### src/rtl/i2c_pkg.sv
`default_nettype none
// ============================================================================
// Module   : i2c_pkg
// Purpose  : Shared types and constants for the I2C master bit engine:
//            command codes, engine states, quarter-bit phases, widths.
// Revision : 1.0 - initial release
// ============================================================================
package i2c_pkg;

  localparam int CMD_WIDTH  = 3;
  localparam int DATA_WIDTH = 8;

  // Bit counter spans 0..8 (eight data bits plus the ACK slot)
  localparam int                     C_BITCNT_W = 4;
  localparam logic [C_BITCNT_W-1:0]  C_LAST_BIT = 4'd8;

  typedef enum logic [CMD_WIDTH-1:0] {
    CMD_START   = 3'd0,
    CMD_WRITE   = 3'd1,
    CMD_READ    = 3'd2,
    CMD_STOP    = 3'd3,
    CMD_RESTART = 3'd4
  } i2c_cmd_e;

  typedef enum logic [2:0] {
    ST_IDLE    = 3'd0,
    ST_START   = 3'd1,
    ST_RESTART = 3'd2,
    ST_WRITE   = 3'd3,
    ST_READ    = 3'd4,
    ST_STOP    = 3'd5
  } i2c_state_e;

  typedef enum logic [1:0] {
    Q0 = 2'd0,
    Q1 = 2'd1,
    Q2 = 2'd2,
    Q3 = 2'd3
  } i2c_phase_e;

  // Codes 5-7 are accepted but produce no bus activity
  function automatic logic is_nop(input logic [CMD_WIDTH-1:0] cmd);
    return (cmd > 3'd4);
  endfunction

endpackage
`default_nettype wire

### src/rtl/i2c_bit_ctrl.sv
`default_nettype none
// ============================================================================
// Module   : i2c_bit_ctrl
// Purpose  : I2C master bit engine. Executes START / RESTART / WRITE / READ /
//            STOP one at a time, advancing quarter-bit phases on i_tick and
//            driving open-drain enables for SCL and SDA.
// Config   : I2C_CLK_STRETCH_EN - when defined, the Q1->Q2 advance of any bit
//            that releases SCL waits for i_scl=1 (slave clock stretching).
// Revision : 1.0 - initial release
// ============================================================================
module i2c_bit_ctrl
  import i2c_pkg::*;
(
  input  logic                  i_clk,
  input  logic                  i_rst,
  input  logic                  i_tick,
  input  logic                  i_cmd_valid,
  output logic                  o_cmd_ready,
  input  logic [CMD_WIDTH-1:0]  i_cmd,
  input  logic [DATA_WIDTH-1:0] i_wdata,
  input  logic                  i_ack_send,
  output logic [DATA_WIDTH-1:0] o_rdata,
  output logic                  o_ack_rcvd,
  output logic                  o_done,
  output logic                  o_busy,
  input  logic                  i_scl,
  input  logic                  i_sda,
  output logic                  o_scl_oe,
  output logic                  o_sda_oe
);

  i2c_state_e            r_state, w_state_nxt;
  i2c_phase_e            r_phase, w_phase_nxt;
  logic [C_BITCNT_W-1:0] r_bitcnt, w_bitcnt_nxt;

  logic [DATA_WIDTH-1:0] r_shift;      // outgoing byte, MSB at top
  logic [DATA_WIDTH-1:0] r_rshift;     // incoming byte being assembled
  logic [DATA_WIDTH-1:0] r_rdata;
  logic                  r_ack_rcvd;
  logic                  r_ack_send;
  logic                  r_done;
  logic                  r_busy;
  logic                  r_scl_hold;   // last driven enables, held between commands
  logic                  r_sda_hold;

  logic w_accept;
  logic w_adv;
  logic w_data_st;
  logic w_last_bit;
  logic w_finish;
  logic w_bit_val;
  logic w_scl_oe;
  logic w_sda_oe;

  assign o_cmd_ready = (r_state == ST_IDLE);
  assign w_accept    = i_cmd_valid & o_cmd_ready;

`ifdef I2C_CLK_STRETCH_EN
  // Leaving Q1 of a bit that released SCL requires the line to actually be
  // high; START never pulls SCL low before Q1, so it is exempt.
  assign w_adv = i_tick & ((r_phase != Q1) | (r_state == ST_START) | i_scl);
`else
  logic w_unused_scl;
  assign w_unused_scl = i_scl;
  assign w_adv        = i_tick;
`endif

  assign w_data_st  = (r_state == ST_WRITE) | (r_state == ST_READ);
  assign w_last_bit = !w_data_st || (r_bitcnt == C_LAST_BIT);
  assign w_finish   = (r_state != ST_IDLE) && w_adv && (r_phase == Q3) && w_last_bit;

  // Logical SDA level of the current data bit (1 = released)
  always_comb begin
    w_bit_val = 1'b1;
    if ((r_state == ST_WRITE) && (r_bitcnt != C_LAST_BIT)) begin
      w_bit_val = r_shift[DATA_WIDTH-1];
    end else if ((r_state == ST_READ) && (r_bitcnt == C_LAST_BIT)) begin
      w_bit_val = r_ack_send;
    end
  end

  // State, phase and bit counter registers
  always_ff @(posedge i_clk) begin
    if (i_rst) begin
      r_state  <= ST_IDLE;
      r_phase  <= Q0;
      r_bitcnt <= '0;
    end else begin
      r_state  <= w_state_nxt;
      r_phase  <= w_phase_nxt;
      r_bitcnt <= w_bitcnt_nxt;
    end
  end

  // Next-state: command dispatch from idle, phase/bit sequencing otherwise
  always_comb begin
    w_state_nxt  = r_state;
    w_phase_nxt  = r_phase;
    w_bitcnt_nxt = r_bitcnt;
    if (r_state == ST_IDLE) begin
      w_phase_nxt  = Q0;
      w_bitcnt_nxt = '0;
      if (w_accept) begin
        case (i_cmd)
          CMD_START:   w_state_nxt = ST_START;
          CMD_WRITE:   w_state_nxt = ST_WRITE;
          CMD_READ:    w_state_nxt = ST_READ;
          CMD_STOP:    w_state_nxt = ST_STOP;
          CMD_RESTART: w_state_nxt = ST_RESTART;
          default:     w_state_nxt = ST_IDLE;
        endcase
      end
    end else if (w_adv) begin
      if (r_phase == Q3) begin
        w_phase_nxt = Q0;
        if (w_last_bit) begin
          w_state_nxt  = ST_IDLE;
          w_bitcnt_nxt = '0;
        end else begin
          w_bitcnt_nxt = r_bitcnt + 4'd1;
        end
      end else begin
        w_phase_nxt = i2c_phase_e'(r_phase + 2'd1);
      end
    end
  end

  // Open-drain enable patterns per state and quarter phase
  always_comb begin
    w_scl_oe = r_scl_hold;
    w_sda_oe = r_sda_hold;
    case (r_state)
      ST_START: begin
        w_scl_oe = (r_phase == Q3);
        w_sda_oe = (r_phase == Q2) || (r_phase == Q3);
      end
      ST_RESTART: begin
        w_scl_oe = (r_phase == Q0) || (r_phase == Q3);
        w_sda_oe = (r_phase == Q2) || (r_phase == Q3);
      end
      ST_STOP: begin
        w_scl_oe = (r_phase == Q0);
        w_sda_oe = (r_phase != Q3);
      end
      ST_WRITE, ST_READ: begin
        w_scl_oe = (r_phase == Q0) || (r_phase == Q3);
        w_sda_oe = ~w_bit_val;
      end
      default: ;
    endcase
  end

  // Remember the enables of the final phase so the bus holds between commands
  always_ff @(posedge i_clk) begin
    if (i_rst) begin
      r_scl_hold <= 1'b0;
      r_sda_hold <= 1'b0;
    end else if (r_state != ST_IDLE) begin
      r_scl_hold <= w_scl_oe;
      r_sda_hold <= w_sda_oe;
    end
  end

  // Datapath: latch operands, sample SDA, shift bytes, flag completion
  always_ff @(posedge i_clk) begin
    if (i_rst) begin
      r_shift    <= '0;
      r_rshift   <= '0;
      r_rdata    <= '0;
      r_ack_rcvd <= 1'b0;
      r_ack_send <= 1'b0;
      r_done     <= 1'b0;
      r_busy     <= 1'b0;
    end else begin
      r_done <= 1'b0;
      if (w_accept) begin
        r_shift    <= i_wdata;
        r_ack_send <= i_ack_send;
        if (i_cmd == CMD_START) begin
          r_busy <= 1'b1;
        end
        if (is_nop(i_cmd)) begin
          r_done <= 1'b1;
        end
      end else if ((r_state != ST_IDLE) && w_adv) begin
        if (r_phase == Q2) begin
          if ((r_state == ST_WRITE) && (r_bitcnt == C_LAST_BIT)) begin
            r_ack_rcvd <= i_sda;
          end
          if ((r_state == ST_READ) && (r_bitcnt != C_LAST_BIT)) begin
            r_rshift <= {r_rshift[DATA_WIDTH-2:0], i_sda};
          end
        end
        if ((r_phase == Q3) && (r_state == ST_WRITE)) begin
          r_shift <= {r_shift[DATA_WIDTH-2:0], 1'b0};
        end
        if (w_finish) begin
          r_done <= 1'b1;
          if (r_state == ST_READ) begin
            r_rdata <= r_rshift;
          end
          if (r_state == ST_STOP) begin
            r_busy <= 1'b0;
          end
        end
      end
    end
  end

  assign o_scl_oe   = w_scl_oe;
  assign o_sda_oe   = w_sda_oe;
  assign o_rdata    = r_rdata;
  assign o_ack_rcvd = r_ack_rcvd;
  assign o_done     = r_done;
  assign o_busy     = r_busy;

endmodule
`default_nettype wire
### config.mk
export PLATFORM = sky130hd
export DESIGN_NAME = i2c_bit_ctrl
export DESIGN_NICKNAME = d
export VERILOG_FILES = /design/src/rtl/i2c_pkg.sv /design/src/rtl/i2c_bit_ctrl.sv
export SDC_FILE = /design/constraint.sdc
export NUM_CORES = 1
export LEC_CHECK = 0
export BUFFER_PORTS_ARGS = -buffer_cell sky130_fd_sc_hd__buf_2
export CORE_ASPECT_RATIO = 1.5
export CORE_UTILIZATION = 55
export DETAILED_ROUTE_END_ITERATION = 10
export PLACE_DENSITY = 0.78
export SLEW_MARGIN = 15
export SYNTH_ARGS = -nofsm -noshare
export SYNTH_HDL_FRONTEND = slang
export SYNTH_SLANG_ARGS = --single-unit
### constraint.sdc
create_clock -name i_clk -period 1.94 [get_ports i_clk]
set_input_delay 0.388 -clock i_clk [delete_from_list [all_inputs] [get_ports i_clk]]
set_output_delay 0.388 -clock i_clk [all_outputs]
set_load 0.01 [all_outputs]
======== After elaboration in Yosys (flattened, before gate mapping) ========
Index checks and enable logic that the tools add are counted.
W data, S select, Z words.
word-level totals
  register bits after elaboration ......... 39
  latch bits .............................. 0
  RAM bits ................................ 0
  ROM bits ................................ 0
  input port bits ......................... 18
  memories kept ........................... 0
operators by class
  add/subtract/negate cells ............... 2
  multipliers ............................. 0
  divide/modulo/power cells ............... 0
  $lt $le $gt $ge ......................... 1
  equal/unequal tests ..................... 16
  shift-type cells ........................ 0
  multiplexer cells ....................... 24
  bitwise logic cells ..................... 4
  reductions and logical operators ........ 34
operators by type and width
  kind                   count
  $mux W8                3
  $reduce_and A4 Y1      5
  $mux W3                5
  $pmux W3 S5            1
  $reduce_bool A2 Y1     7
  $eq A3 B2 Y1 const B   4
  $mux W1                11
  $eq A3 B3 Y1 const B   3
  $logic_and A1 B1 Y1    8
  $eq A3 B1 Y1 const B   2
  $logic_not A3 Y1       2
  $pmux W1 S3            2
  $reduce_or A2 Y1       3
  $add A4 B1 Y4 const B  1
  $eq A2 B2 Y1 const B   2
  $eq A4 B4 Y1 const B   1
  $mux W4                1
  $ne A2 B1 Y1 const B   2
  $ne A4 B4 Y1 const B   1
  $reduce_and A2 Y1      2
  $gt A3 B3 Y1 const B   1
  $logic_or A1 B1 Y1     3
  $reduce_bool A3 Y1     1
  $reduce_or A3 Y1       1
  8 further kinds        9

======== Logic depth before layout (Yosys ltp) ========
Gate-level depths: netlist of the first run.
  word-level depth ........................ 8
  gate-level depth with buffers ........... 7

======== Worst setup path after synthesis of the first run ========
No wires, ideal clock.
  kind .................................... reg-to-output
  start ................................... register r_phase[0]
  end ..................................... output o_scl_oe
  arrival time ............................ 1.410 ns
  data required time ...................... 1.552 ns
  path slack .............................. 0.142 ns
  stages on the path, launching flop included .. 7
  buffers on the path ..................... 0
  path through ............................ dfxtp_1 inv_1 ha_1 inv_1 mux4_1 nor2_1 a21oi_1
between the ends
  longest elaborated chain between the ends .. 3
  elaborated cells between the ends (all ways) .. 4
  those cells by class .................... eq/ne: 1; mux: 1; reduce/logical: 2
ends and longest elaborated chain
  element                                                  line                                      source
  start, declared                                          i2c_bit_ctrl.sv:33                        i2c_phase_e r_phase, w_phase_nxt;
  start signal, assigned                                   i2c_bit_ctrl.sv:90                        r_phase <= w_phase_nxt;
  $eq A2 B2 Y1 / $logic_not A2 Y1 (equally long branches)  -
  $logic_or A1 B1 Y1                                       i2c_bit_ctrl.sv:138, i2c_bit_ctrl.sv:146
  $pmux W1 S3 (*)                                          i2c_bit_ctrl.sv:132                       case (r_state)
  end, declared                                            i2c_bit_ctrl.sv:28                        output logic o_scl_oe,
Mark *: on every way between the ends. The rest lies on a longest branch, timed or not.

======== Worst setup path in the final report of the first run ========
Ends and elaborated chain as after synthesis.

==> metrics.md, run 1 <==
| Metric | Value |
|---|---|
| Die Y | `73.64 microns` |
| Critical Path Start Type | `register` |
| Status | `complete, but fails checks` |
| Initial cell density of the core | `0.5841` |
| CORE AREA | `approximately 0.0032 sq mm` |
| Via count | `approximately 1,600` |
| Setup Skew | `0.005958 ns` |
| Final WS setup | `-0.2506 ns` |
| Worst-path fanout max | `3` |
| #FFs+latches synth | `39` |
| H-tree depth | `2` |
| GRT overflow | `0` |
| CTS max path bufs | `2` |
| N_diodes | `0` |
| Req. time, crit path | `~1.6 ns` |
| Maxcap violations | `0` |
| Buffers on Ports | `30` |
| Antenna-violating nets left | `0` |
| Nets | `about 270` |
| Routed len/inst | `13.88 microns` |
| Final setup viols | `3` |
| Synth async-reset ratio | `0` |
| Sequential share of power | `0.431` |
| Setup TNS | `-0.5886 ns` |
| Max frequency | `456.5 MHz` |
| First-pass GRT wire length | `6568 microns` |
| Syn_area_per_cell | `around 9.3 sq um` |
| # fillers | `about 260` |
| Net load switching power | `slightly below 0.6 mW` |
| Vias in the first global route | `approximately 1,500` |
| Die X | `around 50 microns` |
| DRC | `0` |
| Initial antenna violation count | `0` |
| Slowest library cell on the worst path | `mux4_2` |
| Max incr delay on CP | `0.48 ns` |
| DIE AREA | `~0.0037 sq mm` |
| RSZ-0062 raised after global routing | `true` |
| Post-Layout Cell Count | `between 200 and 300` |
| Synth top area cells | `dfxtp_1, mux2i_1, nor2_1` |
| Min cycle time layout | `~2.2 ns` |
| Total wire length | `just under 4000 microns` |
| CTS root buf | `clkbuf_8` |
| CTS tree | `built` |
| VDD IR max | `0.001065 V` |
| Syn-to-layout area delta | `22.67%` |
| Power Dens Cells | `between 800 and 900 mW/mm^2` |
| FF/Latch Area | `roughly 790 sq um` |
| Mapped Cells | `202` |
| Worst skew pair latency | `0.30 ns` |
| Pin count of the biggest net entering global routing | `17` |
| DR vias/cell | `5.510` |
| Share of layout cells above drive strength 1 | `0.3293` |
| Gr usage total | `0.2385` |
| Final hold slack | `between 0.3 and 0.4 ns` |
| Initial DRT Pass Iterations | `4` |
| Comb power frac | `0.242` |
| Violated checks | `setup timing` |
| Post-synth top cells | `dfxtp_1, nor2_1, mux2i_1, a21oi_1` |
| Critical path, cell by cell | `inv_2 -> ha_4 -> inv_2 -> mux4_2 -> nor2_4 -> a21oi_2 -> buf_2` |
| Max Slew Vio Count | `0` |
| Core Rows | `25` |
| Kind of critical path | `register to output pin` |
| Mapped Area | `~0.0019 sq mm` |
| Global placement routability congestion | `around 0.8` |
| Cell family with most CP delay | `multiplexers` |
| Clock power share | `0.327` |
| Area of the multi-input gates | `~0.0010 sq mm` |
| Static Leak | `between 1 and 1.5 nW` |
| Sw Ratio | `0.2849` |
| HPWL after DPL | `~2700 microns` |
| Post-synth top flop | `dfxtp_1` |
| Synth area leader | `dfxtp_1` |
| Clock sinks | `39` |
| Fin crit share | `1.129` |
| Top-area cell type share of the netlist area | `0.4149` |
| Worst-Margin Slew | `~0.47 ns` |
| Hold Fails Final Rpt | `0` |
| Initial DRC Count | `44` |
| Int Power | `1.468 mW` |
| Sequential area share after synthesis | `0.4149` |
| IO Count | `32` |
| Hold Path Class | `input port to register` |
| Synth cell types | `43` |
| Dpl cells | `270` |
| Reg clk slew, reported paths | `about 0.07 ns` |
| Synthesis Warnings | `0` |
| CP arrival | `about 1.8 ns` |
| Top-count cell post-synth | `dfxtp_1` |
| Cell mode on critical path | `inv_2` |
| Slew HR | `0.6806` |
| Post-synth EDFFs | `0` |
| Critical path buffer and inverter count | `3` |
| Net Count, Synth | `between 200 and 250` |
| CTS Buf Count | `5` |
| Endpoint class of the critical path | `output pin` |
[area by class of cell]
cell class	count	share of cell area
clock inverter	3	0.01897
timing repair buffer	47	0.1220
tap	40	0.02168
sequential	39	0.3415
clock buffer	5	0.02981
multi-input combinational	142	0.4477
inverter	10	0.01843
[sequential cells by signal (all words and copies together), names as in the netlist]
| signal | flops |
|---|---|
| r_rshift | 8 |
| r_state | 3 |
| r_bitcnt | 4 |
| r_shift | 8 |
| o_busy | 1 |
| o_done | 1 |
| r_phase | 2 |
| r_scl_hold | 1 |
| o_rdata | 8 |
| r_ack_send | 1 |
| o_ack_rcvd | 1 |
| r_sda_hold | 1 |
[tightest hold or removal path, delay by kind of cell]
family | cells | cell delay [ns]
AO/OA/AOI/OAI | 1 | 0.05
buffers and inverters | 1 | 0.10
AND/OR/NAND/NOR | 1 | 0.05
[path summary, 6_finish.rpt]
check             start          to  slack (ns)  depth (start not counted)
max          r_phase[0]    o_scl_oe       -0.25                          7
min          i_ack_send  r_ack_send        0.34                          3
max reg2reg  r_phase[0]  r_scl_hold       -0.16                         13
min reg2reg      o_busy      o_busy        0.46                          2
[power groups by stage]
stage	clock network (mW)	registers (mW)	logic, mW
2_1_floorplan	0	0.890	0.265
3_3_place_gp	0	0.897	0.366
3_5_place_dp	0	0.899	0.374
4_1_cts	0.681	0.881	0.452
5_1_grt	0.720	0.890	0.544
6_report	0.672	0.885	0.496
[routing by layer]
| layer | wire length, microns | global-route usage |
|---|---|---|
| met1 | 1714 | 0.2707 |
| met5 | 0 | 0 |
| met4 | 51 | 0.08254 |
| met2 | 2059 | 0.4309 |
| met3 | 143 | 0.05590 |
[through the flow]
stage                       util  setup slack [ns]  power [mW]  cell area, sq um
final                     0.7165           -0.2506       2.053              2308
after global routing      0.7165           -0.3107       2.154              2308
after CTS                 0.7037           -0.2164       2.014              2267
after detailed placement  0.6443          -0.02947       1.273              2076
after global placement    0.6443           0.01171       1.263              2076
after floorplan                -            0.1422       1.156              1882
[what timing repair did]
| item | CTS | global route |
|---|---|---|
| setup endpoints to repair | 2 | 4 |
| setup buffers | 8 | 1 |
| hold buffers | 0 | 0 |
| pin swaps | 3 | 3 |
| resized for setup | 8 | 15 |
[kinds of logic after synthesis]
logic type      after synthesis  synth area share
fa+ha+maj                     5           0.03324
xor+xnor                      4           0.01862
mux                          27            0.1523
compound gates               32            0.1190
flops                        39            0.4149
simple gates                 74            0.2021
buf+inv                      21           0.05984
[cell usage in the layout, fill, tap and decap left out, types with 2 or more instances in the layout]
cell and count:
and3b_1 2, a21oi_1 9, buf_2 30, nand2b_1 3, inv_2 3, nor3_1 5, mux2i_1 26, nand3_1 5
nor2_1 30, nand4_2 2, ha_1 3, a211oi_1 8, dfxtp_1 33, nand3b_1 2, nand4_1 3, nor2b_1 2
clkbuf_8 5, inv_1 6, dfxtp_2 6, nand2_1 9, buf_4 16, o2111ai_1 2, xnor2_1 2, and2_1 2
xor2_1 2
No activity file was read; power rests on OpenSTA's default activity.
==> inputs of run 2 (changes only) <==
Settings changed: GPL_TIMING_DRIVEN set to 0.
==> metrics.md, run 2 (synthesis gave the netlist of run 1 again) <==
| Metric | Value |
|---|---|
| Status | `complete, but fails checks` |
| Violated checks | `setup timing` |
| Share of layout cells above drive strength 1 | `0.3200 (-0.009268)` |
| DIE AREA | `0.003664 sq mm (unchanged)` |
| Die X | `49.76 microns (unchanged)` |
| Routed len/inst | `14.36 microns (+3.5%)` |
| Reg clk slew, reported paths | `0.07 ns (about the same)` |
| Final hold slack | `0.3510 ns (+0.007729 ns)` |
| Worst-path fanout max | `4 (+1)` |
| N_diodes | `0 (unchanged)` |
| RSZ-0062 raised after global routing | `true` |
| Min cycle time layout | `2.200 ns (+0.008977 ns)` |
| CORE AREA | `0.003222 sq mm (unchanged)` |
| Worst flop-to-flop path endpoint | `r_scl_hold` |
| Max Slew Vio Count | `0 (unchanged)` |
| Dpl cells | `271 (+0.37%)` |
| Final Core Density | `0.7153 (-0.001165)` |
| Fin crit share | `1.134 (+0.004627)` |
| First-pass GRT wire length | `6575 microns (+0.11%)` |
| Final WS setup | `-0.2595 ns (-0.008977 ns)` |
| Buffers on Ports | `29 (-3.3%)` |
| Critical path buffer and inverter count | `3 (unchanged)` |
| Slowest library cell on the worst path | `mux4_2` |
| Post-DP Area | `0.002077 sq mm (about the same)` |
| Hold Fails Final Rpt | `0 (unchanged)` |
| Antenna-violating nets left | `0 (unchanged)` |
| CP arrival | `1.81 ns (about the same)` |
| Pin count of the biggest net entering global routing | `12 (-5)` |
| Nets | `274 (+2.2%)` |
| Core Rows | `25 (unchanged)` |
| Critical path, cell by cell | `inv_2 -> ha_4 -> inv_2 -> mux4_2 -> nor2_4 -> a21oi_2 -> buf_2` |
| Final setup viols | `3 (unchanged)` |
| HP Start | `i_ack_send` |
| Initial antenna violation count | `0 (unchanged)` |
| HPWL after DPL | `2775 microns (+2.2%)` |
| CTS max path bufs | `2 (unchanged)` |
| Cell mode on critical path | `inv_2` |
| Final Instance Area | `0.002305 sq mm (-0.16%)` |
| Hold-fix buffers, CTS | `0 (unchanged)` |
| Req. time, crit path | `1.55 ns (about the same)` |
| Final Power | `1.872 mW (-8.8%)` |
| Total wire length | `4164 microns (+4.9%)` |
| Max frequency | `454.6 MHz (-0.41%)` |
| Global placement routability congestion | `0.8329 (+1.7%)` |
| Reg2reg start | `r_phase[1]` |
| Initial cell density of the core | `0.5841 (unchanged)` |
| Vias in the first global route | `1,533 (+2.3%)` |
| Max incr delay on CP | `0.47 ns (about the same)` |
| Hold Path Class | `input port to register` |
| DRC | `0 (unchanged)` |
| Worst-Margin Slew | `0.5285 ns (+0.05437 ns)` |
| Hold path depth | `3 (unchanged)` |
| Initial DRT Pass Iterations | `4 (unchanged)` |
| H-tree depth | `2 (unchanged)` |
| IO Count | `32 (unchanged)` |
| Worst Reg2Reg Path Length in Cells | `13 (unchanged)` |
| Most frequent cells in the layout | `dfxtp_1, buf_2, nor2_1, mux2i_1, buf_4` |
| Kind of critical path | `register to output pin` |
| DR vias/cell | `5.748 (+4.3%)` |
| CTS Buf Count | `5 (unchanged)` |
| Gr usage total | `0.2349 (-0.003551)` |
| Worst skew pair latency | `0.29 ns (about the same)` |
| Cell depth of the worst setup path | `7 (unchanged)` |
| WHS Endpoint | `r_ack_send` |
| Slew HR | `0.6477 (-0.03291)` |
| Critical Path Start Type | `register` |
| Setup TNS | `-0.7141 ns (-0.1255 ns)` |
| Clock sinks | `39 (unchanged)` |
| Post-Layout Cell Count | `290 (+1.4%)` |
| Dpl ws | `-0.06402 ns (-0.03455 ns)` |
| GRT overflow | `0 (unchanged)` |
| Endpoint class of the critical path | `output pin` |
| Maxcap violations | `0 (unchanged)` |
| Static Leak | `1.037 nW (-1.4%)` |
| VDD IR max | `0.0007458 V (-30%)` |
| Cell family with most CP delay | `multiplexers` |
| CTS tree | `built` |
| CTS root buf | `clkbuf_8` |
| Power Dens Cells | `812.2 mW/mm^2 (-8.7%)` |
| Commonest non-fill, non-tap cell in the layout | `dfxtp_1` |
| Setup Skew | `0.003572 ns (-0.002386 ns)` |
| R2r setup slk | `-0.23 ns (-0.07 ns)` |
| Syn-to-layout area delta | `22.47%` |
| Initial DRC Count | `66 (+50%)` |
| Die Y | `73.64 microns (unchanged)` |
| Via count | `1,667 (+5.8%)` |
run 2: cell count changes in the layout (fill, tap and decap cells not counted), moves of 2 or more:
cell,delta
dfxtp_4,+2
buf_2,+3
clkbuf_1,+4
dfxtp_1,+2
dfxtp_2,-4
buf_4,-2
run 2: how the worst max path moves through the flow:
stage / slack, ns / to / from
floorplan: 0.14 / o_scl_oe / r_phase[0]
global placement: -0.04 / o_scl_oe / r_phase[0]
detailed placement: -0.06 / o_scl_oe / r_phase[0]
CTS: -0.23 / o_scl_oe / r_phase[0]
global route: -0.31 / o_scl_oe / r_phase[1]
finish: -0.26 / o_scl_oe / r_phase[1]
run 2: cell type report:
| cell class | instances | area (sq um) |
|---|---|---|
| clock inverter | 1 | 7.507 |
| timing repair buffer | 42 | 242.7 |
| multi-input combinational | 142 | 1030 |
| tap | 40 | 50.05 |
| inverter | 10 | 41.29 |
| sequential | 39 | 790.8 |
| buffer | 11 | 73.82 |
| fill | 261 | 917.1 |
| clock buffer | 5 | 68.82 |
run 2: worst register-to-register path, cell delays in order (launching register included):
cell and delay, ns:
dfxtp_2 0.37, inv_2 0.06, ha_4 0.26, inv_2 0.03, mux4_2 0.47, nor2_4 0.14, buf_4 0.13, buf_4 0.09
buf_4 0.09, buf_4 0.09, buf_4 0.09, buf_4 0.09, buf_4 0.10, a211oi_2 0.04
run 2: report_power, final:
group / total, mW / switching (mW) / internal [mW]
sequential: 0.882 / 0.0313 / 0.851
combinational: 0.488 / 0.267 / 0.221
clock: 0.501 / 0.263 / 0.238
total: 1.87 / 0.562 / 1.31
run 2: repair_timing:
action	4_1_cts	5_1_grt
pin swaps	3	4
hold endpoints to repair	0	0
setup buffers	9	4
gates resized for setup	9	12
endpoints found under the setup margin	2	3
gates cloned	0	0
run 2: metal layers:
| layer | GRT usage | vias up | routed length (microns) |
|---|---|---|---|
| met4 | 0.1302 | 0 | 121 |
| met1 | 0.2625 | 796 | 1692 |
| met5 | 0 | - | 0 |
| met3 | 0.03106 | 11 | 173 |
| met2 | 0.4234 | 51 | 2177 |
| li1 | - | 809 | - |
==> inputs of run 3 (changes only) <==
--- a/config.mk
+++ b/config.mk
@@ -8,4 +8,5 @@
 export BUFFER_PORTS_ARGS = -buffer_cell sky130_fd_sc_hd__buf_2
 export CORE_ASPECT_RATIO = 1.5
+export CORE_MARGIN = 4
 export CORE_UTILIZATION = 55
 export DETAILED_ROUTE_END_ITERATION = 10
==> constraint.sdc (replaced) <==
create_clock -name i_clk -period 2.5 [get_ports i_clk]
set_input_delay 0.375 -clock i_clk [delete_from_list [all_inputs] [get_ports i_clk]]
set_output_delay 0.375 -clock i_clk [all_outputs]
set_load 0.01 [all_outputs]
==> metrics.md, run 3 (synthesis gave the netlist of run 1 again) <==
| Metric | Value |
|---|---|
| HPWL after DPL | `2904 microns (+4.6%)` |
| Most frequent cells in the layout | `dfxtp_1, buf_2, nor2_1, mux2i_1, a21oi_1` |
| Initial cell density of the core | `0.5841 (unchanged)` |
| Dpl cells | `271 (unchanged)` |
| Post-Layout Cell Count | `279 (-3.8%)` |
| Global placement routability congestion | `0.9103 (+9.3%)` |
| Static Leak | `0.9808 nW (-5.4%)` |
| First-pass GRT wire length | `6375 microns (-3.0%)` |
| RSZ-0062 raised after global routing | `false` |
| IO Count | `32 (unchanged)` |
| GRT overflow | `0 (unchanged)` |
| Initial DRT Pass Iterations | `4 (unchanged)` |
| Clock sinks | `39 (unchanged)` |
| Worst skew pair latency | `0.29 ns (about the same)` |
| Hold-fix buffers, CTS | `0 (unchanged)` |
| Final Core Density | `0.6711 (-0.04427)` |
| CTS root buf | `clkbuf_8` |
| Vias in the first global route | `1,454 (-5.2%)` |
| Hold Fails Final Rpt | `0 (unchanged)` |
| N_diodes | `0 (unchanged)` |
| Max frequency | `438.9 MHz` |
| Maxcap violations | `0 (unchanged)` |
| FF/Latch Area | `780.7 sq um (-1.3%)` |
| Routed len/inst | `13.58 microns (-5.4%)` |
| CORE AREA | `0.003222 sq mm (unchanged)` |
| Final WS setup | `0.2215 ns (+0.4810 ns)` |
| Total wire length | `3789 microns (-9.0%)` |
| H-tree depth | `2 (unchanged)` |
| VDD IR max | `0.0004437 V (-41%)` |
| Final hold slack | `0.3372 ns (-0.01377 ns)` |
| Critical Path Start Type | `register` |
| Via count | `1,549 (-7.1%)` |
| Req. time, crit path | `2.12 ns (+0.57 ns)` |
| Antenna-violating nets left | `0 (unchanged)` |
| Syn-to-layout area delta | `14.89%` |
| Post-DP Area | `0.002077 sq mm (unchanged)` |
| Setup TNS | `0 ns (+0.7141 ns)` |
| Initial antenna violation count | `0 (unchanged)` |
| Final setup viols | `0 (-3)` |
| # fillers | `276 (+5.7%)` |
| Share of layout cells above drive strength 1 | `0.2134 (-0.1066)` |
| DR vias/cell | `5.552 (-3.4%)` |
| Max Slew Vio Count | `0 (unchanged)` |
| Worst-Margin Slew | `0.5173 ns (-0.01121 ns)` |
| Reg clk slew, reported paths | `0.07 ns (about the same)` |
| Power Dens Cells | `635.9 mW/mm^2 (-22%)` |
| Core Rows | `25 (unchanged)` |
| DRC | `0 (unchanged)` |
| Commonest non-fill, non-tap cell in the layout | `dfxtp_1` |
| Fin crit share | `0.9114` |
| Setup Skew | `0.006641 ns (+0.003069 ns)` |
| Pin count of the biggest net entering global routing | `13 (+1)` |
| Gr usage total | `0.1820 (-0.05293)` |
| PostCTS Resize Cnt | `0 (-9)` |
| Final Power | `1.375 mW (-27%)` |
| Initial DRC Count | `30 (-55%)` |
| CP arrival | `1.90 ns (+0.09 ns)` |
| CTS Buf Count | `5 (unchanged)` |
| Die Y | `79.64 microns (+8.1%)` |
| Dpl ws | `0.5301 ns (+0.5941 ns)` |
| DIE AREA | `0.004441 sq mm (+21%)` |
| Kind of critical path | `register to output pin` |
| Postcts setup bufs | `0 (-9)` |
| Buffers on Ports | `29 (unchanged)` |
| Worst-path fanout max | `4 (unchanged)` |
| Nets | `261 (-4.7%)` |
| Die X | `55.76 microns (+12%)` |
| Slew HR | `0.6552 (+0.007474)` |
| Hold Path Class | `input port to register` |
| CTS tree | `built` |
| Area of the multi-input gates | `988.4 sq um (-4.0%)` |
| CTS max path bufs | `2 (unchanged)` |
| Final Instance Area | `0.002162 sq mm (-6.2%)` |
| Endpoint class of the critical path | `output pin` |
| Status | `completed` |
| Min cycle time layout | `2.279 ns` |
[run 3: cell types whose count changed in the layout (fill, tap and decap cells not counted), moves of 2 or more]
cell and change:
inv_2 -2, dfxtp_1 +4, dfxtp_4 -2, inv_1 +3, ha_1 +3, dfxtp_2 -2
buf_4 -13, ha_2 -2
[run 3: area by class of cell]
type	instances	area share
multi-input combinational	142	0.4572
sequential	39	0.3611
timing repair buffer	29	0.06713
buffer	11	0.03414
clock buffer	6	0.03356
tap	40	0.02315
inverter	10	0.01794
clock inverter	2	0.005787
[run 3: path summary, 6_finish.rpt]
check	startpoint	depth (start not counted)	slack, ns	to
max	r_phase[0]	7	0.22	o_scl_oe
min	i_ack_send	3	0.34	r_ack_send
max reg2reg	r_phase[1]	6	0.71	o_rdata[4]
min reg2reg	o_busy	2	0.47	o_busy
[run 3: where the power goes]
group	internal, mW	switching, mW	total, mW
Sequential	0.661	0.0219	0.683
Combinational	0.114	0.175	0.289
Clock	0.195	0.209	0.403
[run 3: routing by layer]
metal  part of all wire  track usage  wire length, microns  vias to the layer above
li1                   -            -                     -                      786
met1               0.42       0.2073                  1583                      718
met2               0.51       0.3211                  1938                       37
met3              0.050      0.04369                   191                        8
met4              0.020      0.07786                    75                        0
met5                  0            0                     0                        -
[run 3: critical path: stages, from the launching register on]
cell and delay [ns]:
dfxtp_1 0.37, inv_1 0.08, ha_1 0.29, inv_1 0.05, mux4_1 0.49, nor2_1 0.13, a21oi_1 0.06, buf_2 0.15
